$ cat src/rtl/dec_to_bin.sv
// Signed BCD to two's-complement converter using reverse double-dabble.
// One bit is shifted out of the BCD register per cycle; start/busy/done handshake.
module dec_to_bin #(
    parameter int DIGITS = 3,
    parameter int WIDTH  = 32
) (
    input  logic                  clock,
    input  logic                  reset_n,
    input  logic                  start,
    input  logic [4*DIGITS-1:0]   digits,
    input  logic [3:0]            signal,
    output logic                  busy,
    output logic                  done,
    output logic [WIDTH-1:0]      binary,
    output logic                  error
);

    localparam int BCD_W = 4 * DIGITS;
    localparam int CNT_W = $clog2(BCD_W + 1);

    localparam logic [1:0] S_IDLE   = 2'd0;
    localparam logic [1:0] S_SHIFT  = 2'd1;
    localparam logic [1:0] S_FINISH = 2'd2;

    localparam logic [3:0]       SIGN_NEG   = 4'b1010;
    localparam logic [CNT_W-1:0] LAST_SHIFT = CNT_W'(BCD_W - 1);
    localparam logic [CNT_W-1:0] CNT_ONE    = CNT_W'(1);

    logic [1:0]       state;
    logic [BCD_W-1:0] bcd_reg;
    logic [BCD_W-1:0] acc;
    logic [CNT_W-1:0] cnt;
    logic             neg;
    logic             err;

    logic [BCD_W-1:0] bcd_sh;
    logic [BCD_W-1:0] bcd_nxt;
    logic [BCD_W-1:0] acc_nxt;

    function automatic logic has_bad_digit(input logic [BCD_W-1:0] d);
        logic bad;
        bad = 1'b0;
        for (int i = 0; i < DIGITS; i++) begin
            if (d[4*i +: 4] > 4'd9) begin
                bad = 1'b1;
            end
        end
        return bad;
    endfunction

    // Magnitude is zero-extended before negation so the full word carries the sign.
    function automatic logic [WIDTH-1:0] signed_result(
        input logic [BCD_W-1:0] mag_in,
        input logic             is_neg,
        input logic             is_err
    );
        logic signed [WIDTH-1:0] mag;
        logic signed [WIDTH-1:0] res;
        mag = signed'({{(WIDTH-BCD_W){1'b0}}, mag_in});
        res = is_neg ? -mag : mag;
        return is_err ? '0 : $unsigned(res);
    endfunction

    // One reverse double-dabble step: shift right, then correct each BCD nibble.
    always_comb begin
        {bcd_sh, acc_nxt} = {bcd_reg, acc} >> 1;
        bcd_nxt = bcd_sh;
        for (int i = 0; i < DIGITS; i++) begin
            if (bcd_sh[4*i +: 4] >= 4'd8) begin
                bcd_nxt[4*i +: 4] = bcd_sh[4*i +: 4] - 4'd3;
            end
        end
    end

    always_ff @(posedge clock or negedge reset_n) begin
        if (!reset_n) begin
            state   <= S_IDLE;
            bcd_reg <= '0;
            acc     <= '0;
            cnt     <= '0;
            neg     <= 1'b0;
            err     <= 1'b0;
            busy    <= 1'b0;
            done    <= 1'b0;
            binary  <= '0;
            error   <= 1'b0;
        end else begin
            done <= 1'b0;
            case (state)
                S_IDLE: begin
                    if (start) begin
                        bcd_reg <= digits;
                        neg     <= (signal == SIGN_NEG);
                        err     <= has_bad_digit(digits);
                        acc     <= '0;
                        cnt     <= '0;
                        busy    <= 1'b1;
                        state   <= S_SHIFT;
                    end
                end
                S_SHIFT: begin
                    bcd_reg <= bcd_nxt;
                    acc     <= acc_nxt;
                    cnt     <= cnt + CNT_ONE;
                    if (cnt == LAST_SHIFT) begin
                        state <= S_FINISH;
                    end
                end
                S_FINISH: begin
                    binary <= signed_result(acc, neg, err);
                    error  <= err;
                    done   <= 1'b1;
                    busy   <= 1'b0;
                    state  <= S_IDLE;
                end
                default: begin
                    busy  <= 1'b0;
                    state <= S_IDLE;
                end
            endcase
        end
    end

endmodule

$ cat config.mk
export PLATFORM = sky130hd
export DESIGN_NAME = dec_to_bin
export DESIGN_NICKNAME = d
export VERILOG_FILES = /design/src/rtl/dec_to_bin.sv
export SDC_FILE = /design/constraint.sdc
export NUM_CORES = 1
export LEC_CHECK = 0
export CAP_MARGIN = 15
export CORE_UTILIZATION = 52
export CTS_CLUSTER_DIAMETER = 120
export DETAILED_ROUTE_END_ITERATION = 8
export PLACE_DENSITY = 0.8
export SYNTH_ARGS = -nofsm -noshare
export SYNTH_HDL_FRONTEND = slang
export SYNTH_SLANG_ARGS = --single-unit
$ cat constraint.sdc
create_clock -name clock -period 2.9 [get_ports clock]
set_clock_uncertainty 0.15 [all_clocks]
set_input_delay 0.58 -clock clock [delete_from_list [all_inputs] [get_ports clock]]
set_output_delay 0.58 -clock clock [all_outputs]
set_load 0.1 [all_outputs]
# Yosys cells after proc, flatten, opt, wreduce, memory -nomap -nowiden
# Cells that the tools add are included.
# W data, S select, Z words.
[word_totals]
ff_bits = 67
in_bits = 19
wordCells = 54
out_inout_bits = 35
[op_classes]
reduce_logical = 6
muxes = 20
bitwise = 1
order_cmp = 6
n_addsub = 5
eq_ne = 6
[ops]
columns = ["op", "count"]
rows = [
  ["$mux W32", 2],
  ["$pmux W12 S2", 2],
  ["$neg A12 Y32", 1],
  ["$mux W12", 2],
  ["$mux W4", 4],
  ["$gt A4 B4 Y1 const B", 3],
  ["$eq A4 B4 Y1 const B", 2],
  ["$ge A4 B4 Y1 const B", 2],
  ["$pmux W4 S2", 1],
  ["$reduce_and A2 Y1", 4],
  ["$sub A4 B2 Y4 const B", 2],
  ["$mux W1", 5],
  ["$add A4 B1 Y4 const B", 1],
  ["$ge A3 B4 Y1 const B", 1],
  ["$mux W2", 2],
  ["$ne A2 B2 Y1 const B", 2],
  ["$pmux W2 S2", 1],
  ["$sub A3 B2 Y4 const B", 1],
  ["$eq A2 B1 Y1 const B", 1],
  ["$eq A2 B2 Y1 const B", 1],
  ["$logic_not A2 Y1", 1],
  ["$pmux W1 S2", 1],
  ["$reduce_bool A2 Y1", 1],
  ["$not A1 Y1", 1],
]

# Depth between registers and ports, before layout
[depth]
depth_word = 4
ltp_mapped = 6
mapped_depth_nobuf = 6

# Least setup slack after synthesis
# No wires, ideal clock.
[synth_timing]
path_kind = "reg-to-output"
from = "reg, netlist name binary[28]"
to = "out binary[20]"
setup_slack_ps = 814
stages_incl_launch_ff = 2
arrival_ps = 1356
t_required_ps = 2170
n_path_buf = 1
cell_sequence = "dfrtp_1 buf_4"
[synth_lines]
columns = ["element", "line", "text"]
rows = [
  ["to (decl)", "14", "output logic [WIDTH-1:0] binary,"],
]

# Final worst setup path
[layout_timing]
from = "reg acc[3]"
to = "reg binary[11]"
[layout_via]
elab_chain_cells = 3
[layout_rtl]
columns = ["element", "line", "text"]
rows = [
  ["from (decl)", "31", "logic [BCD_W-1:0] acc;"],
  ["from (signal assigned)", "103", "acc <= acc_nxt;"],
  ["$neg A12 Y32", "60", "res = is_neg ? -mag : mag;"],
  ["$mux W32", "60", ""],
  ["$mux W32", "61", "return is_err ? '0 : $unsigned(res);"],
  ["to (signal assigned)", "110", "binary <= signed_result(acc, neg, err);"],
]
# Every way passes these cells.
# A chain may end at the register's enable or synchronous reset.

==> impl_metrics.py <==
metrics = {
    "clock_network": {
        "cts_tree": "done",
        "numCtsBuffers": 9,
        "cts_sinks": 58,
        "holdBufCountCts": 0,
        "cts_resized": 0,
        "postCtsSetupBuffers": 0,
        "h-tree-depth": 3,
        "cts-root-buf": "clkbuf_8",
        "cts_buffer_depth": 2,
        "clkTransAtPathRegs_ps": 60,
        "insertion_delay_ps": 330,
    },
    "sta": {
        "tightest_slew_ps": 644,
        "setup_violations": 0,
        "slew_headroom": 0.570,
        "hold_violations": 0,
        "finalCritPeriodShare": 0.750,
        "setup_ws_ps": 725,
        "fin_setup_tns_ps": 0,
        "rsz0062_at_grt": "no",
        "maxSlewViolCount": 0,
        "finalCriticalPeriod_ps": 2170,
        "timing.fmax_mhz": 460,
        "hold_ws_ps": 123,
    },
    "yosys": {
        "yosys_warnings": 0,
        "synth_ff_type": "dfrtp_1",
        "synth-seq-area-share": 0.520,
        "synth_cell_types": 44,
        "synth_edf_count": 0,
        "syn-num-nets": 301,
        "ys_ff_latch": 58,
        "async_reset_ff_frac": 1.00,
        "avgSynthCellArea_um2": 10.2,
        "syn_inst": 275,
        "syn-cell-area_um2": 2790,
    },
    "power_and_ir_drop": {
        "switching_share": 0.458,
        "p_switching_mw": 1.72,
        "leakage_nw": 1.66,
        "ir_worst_vdd_mv": 0.506,
        "power_density_nw_per_um2": 1100,
        "internal_power_mw": 2.03,
        "clkPwrFrac": 0.169,
        "power_mw": 3.76,
        "pwr-share-seq": 0.367,
        "p_comb_frac": 0.465,
    },
    "die": {
        "ios": 54,
        "initial_core_util": 0.543,
        "core_region_area_um2": 5140,
        "dieArea_um2": 5670,
        "rows": 26,
        "die_y_um": 75.3,
        "die_x_um": 75.3,
    },
    "cells_and_area": {
        "largest_register_ffs": 23,
        "mostFrequentLayoutCell": "dfrtp_1",
        "area_growth_pct": 22.6,
        "layout.nets": 348,
        "fin_util": 0.666,
        "drive_above_1_share": 0.199,
        "antennaDiodeCount": 0,
        "layout_common_cells": "dfrtp_1, nand2_1, buf_4",
    },
    "global_routing": {
        "grt_max_degree": 32,
        "antenna_found_initial": 0,
        "gr-total-overflow": 0,
        "first_global_vias": 1937,
        "grt_pass1_wl_mm": 8.97,
        "grt_usage": 0.220,
    },
    "setup_path": {
        "endpoint_kind": "flop",
        "crit_type": "reg -> reg",
        "critPathArrivalTime_ps": 2220,
        "crit_fanout": 5,
        "cp-start-kind": "flop",
        "cp.required_ps": 2940,
        "reg2regPathDepth": 6,
    },
    "placed_design": {
        "portBuffers": 53,
        "dp_hpwl_mm": 3.81,
        "pre_cts_slack_ps": 602,
        "place_congestion": 0.806,
    },
    "detailed_routing": {
        "drc_errors": 0,
        "wl_per_cell_um": 13.8,
        "via_per_inst": 5.38,
        "drt_iter0_markers": 119,
        "firstDrtPassIters": 4,
        "wirelength_mm": 5.48,
        "num_vias": 2130,
        "ant_nets": 0,
    },
    "worst_hold_path": {
        "holdCritPathClass": "in -> async",
    },
    "job": {
        "max_cap_violations": 0,
    },
    "outcome": {
        "status": "finished, final reports clean",
    },
}
## critical path, stage by stage, from the launching register on
cell,delay (ps)
dfrtp_1,420
or4_4,560
or2_1,250
nor3_1,190
ha_1,260
mux2i_1,130
o21ai_1,70
## power groups by stage
stage / Clock (mW) / Combinational (mW) / Sequential (mW)
after floorplan: 0 / 0.937 / 1.80
after global placement: 0 / 1.71 / 1.38
after detailed placement: 0 / 1.75 / 1.39
after CTS: 0.650 / 1.75 / 1.38
after global routing: 0.687 / 1.90 / 1.43
final: 0.633 / 1.75 / 1.38
## layout make-up
type,instances,area (um2)
Clock buffer,12,155
Clock inverter,3,15.0
Fill cell,419,1720
Inverter,13,48.8
Multi-Input combinational cell,181,1170
Sequential cell,58,1450
Tap cell,70,87.6
Timing Repair Buffer,59,495
## kinds of logic (layout without fill, tap and decap cells)
family | after synthesis | count (layout) | synth area share
DFF | 58 | 58 | 0.520
adders and majority gates | 7 | 7 | 0.0314
muxes | 4 | 4 | 0.0148
and+or+nand+nor | 85 | 85 | 0.151
buffers and inverters | 36 | 87 | 0.0614
xor gates and xnor gates | 12 | 12 | 0.0376
AOI/OAI and AO/OA | 73 | 73 | 0.184
## metrics by stage
stage	instance area, um2	std cells
2_1_floorplan	2790	275
3_3_place_gp	3250	381
3_5_place_dp	3250	381
4_1_cts	3420	396
5_1_grt	3420	396
6_report	3420	396
## per-layer routing
layer  part of all wire  vias to the layer above  GRT usage
li1                   -                     1042          -
met1               0.48                     1006      0.286
met2               0.45                       71      0.328
met3              0.050                       11     0.0897
met4              0.020                        0     0.0864
met5                  0                        -          0
## cell usage after synthesis, drive strengths merged (2+ instances only)
cell    instances  share of area
buf            13          0.030
nand2          49          0.066
dfrtp          58           0.52
xnor2           5          0.016
a22oi           3         0.0081
o31ai           7          0.019
nand3           2         0.0036
nand2b          5          0.011
clkbuf         10          0.013
or3             3          0.010
mux2i           3          0.011
a221oi          3         0.0094
o22a            5          0.016
a22o           13          0.041
ha              7          0.031
a21oi           7          0.013
nor3b           2         0.0054
and3b           2         0.0063
o21ai          27          0.048
nor2b           6          0.013
inv            13          0.017
xor2            7          0.022
o211ai          3         0.0099
nor2            8          0.011
## path summary, 6_finish.rpt
| path | end | slack, ps | from |
|---|---|---|---|
| max in group asynchronous | acc[2] | 1890 | reset_n |
| setup reg to reg | binary[11] | 730 | acc[3] |
| hold / removal | binary[30] | 120 | reset_n |
| min in group clock | binary[17] | 330 | binary[17] |
| setup / recovery | binary[11] | 730 | acc[3] |
| hold reg to reg | binary[17] | 330 | binary[17] |
No activity file was read; power rests on OpenSTA's default activity.
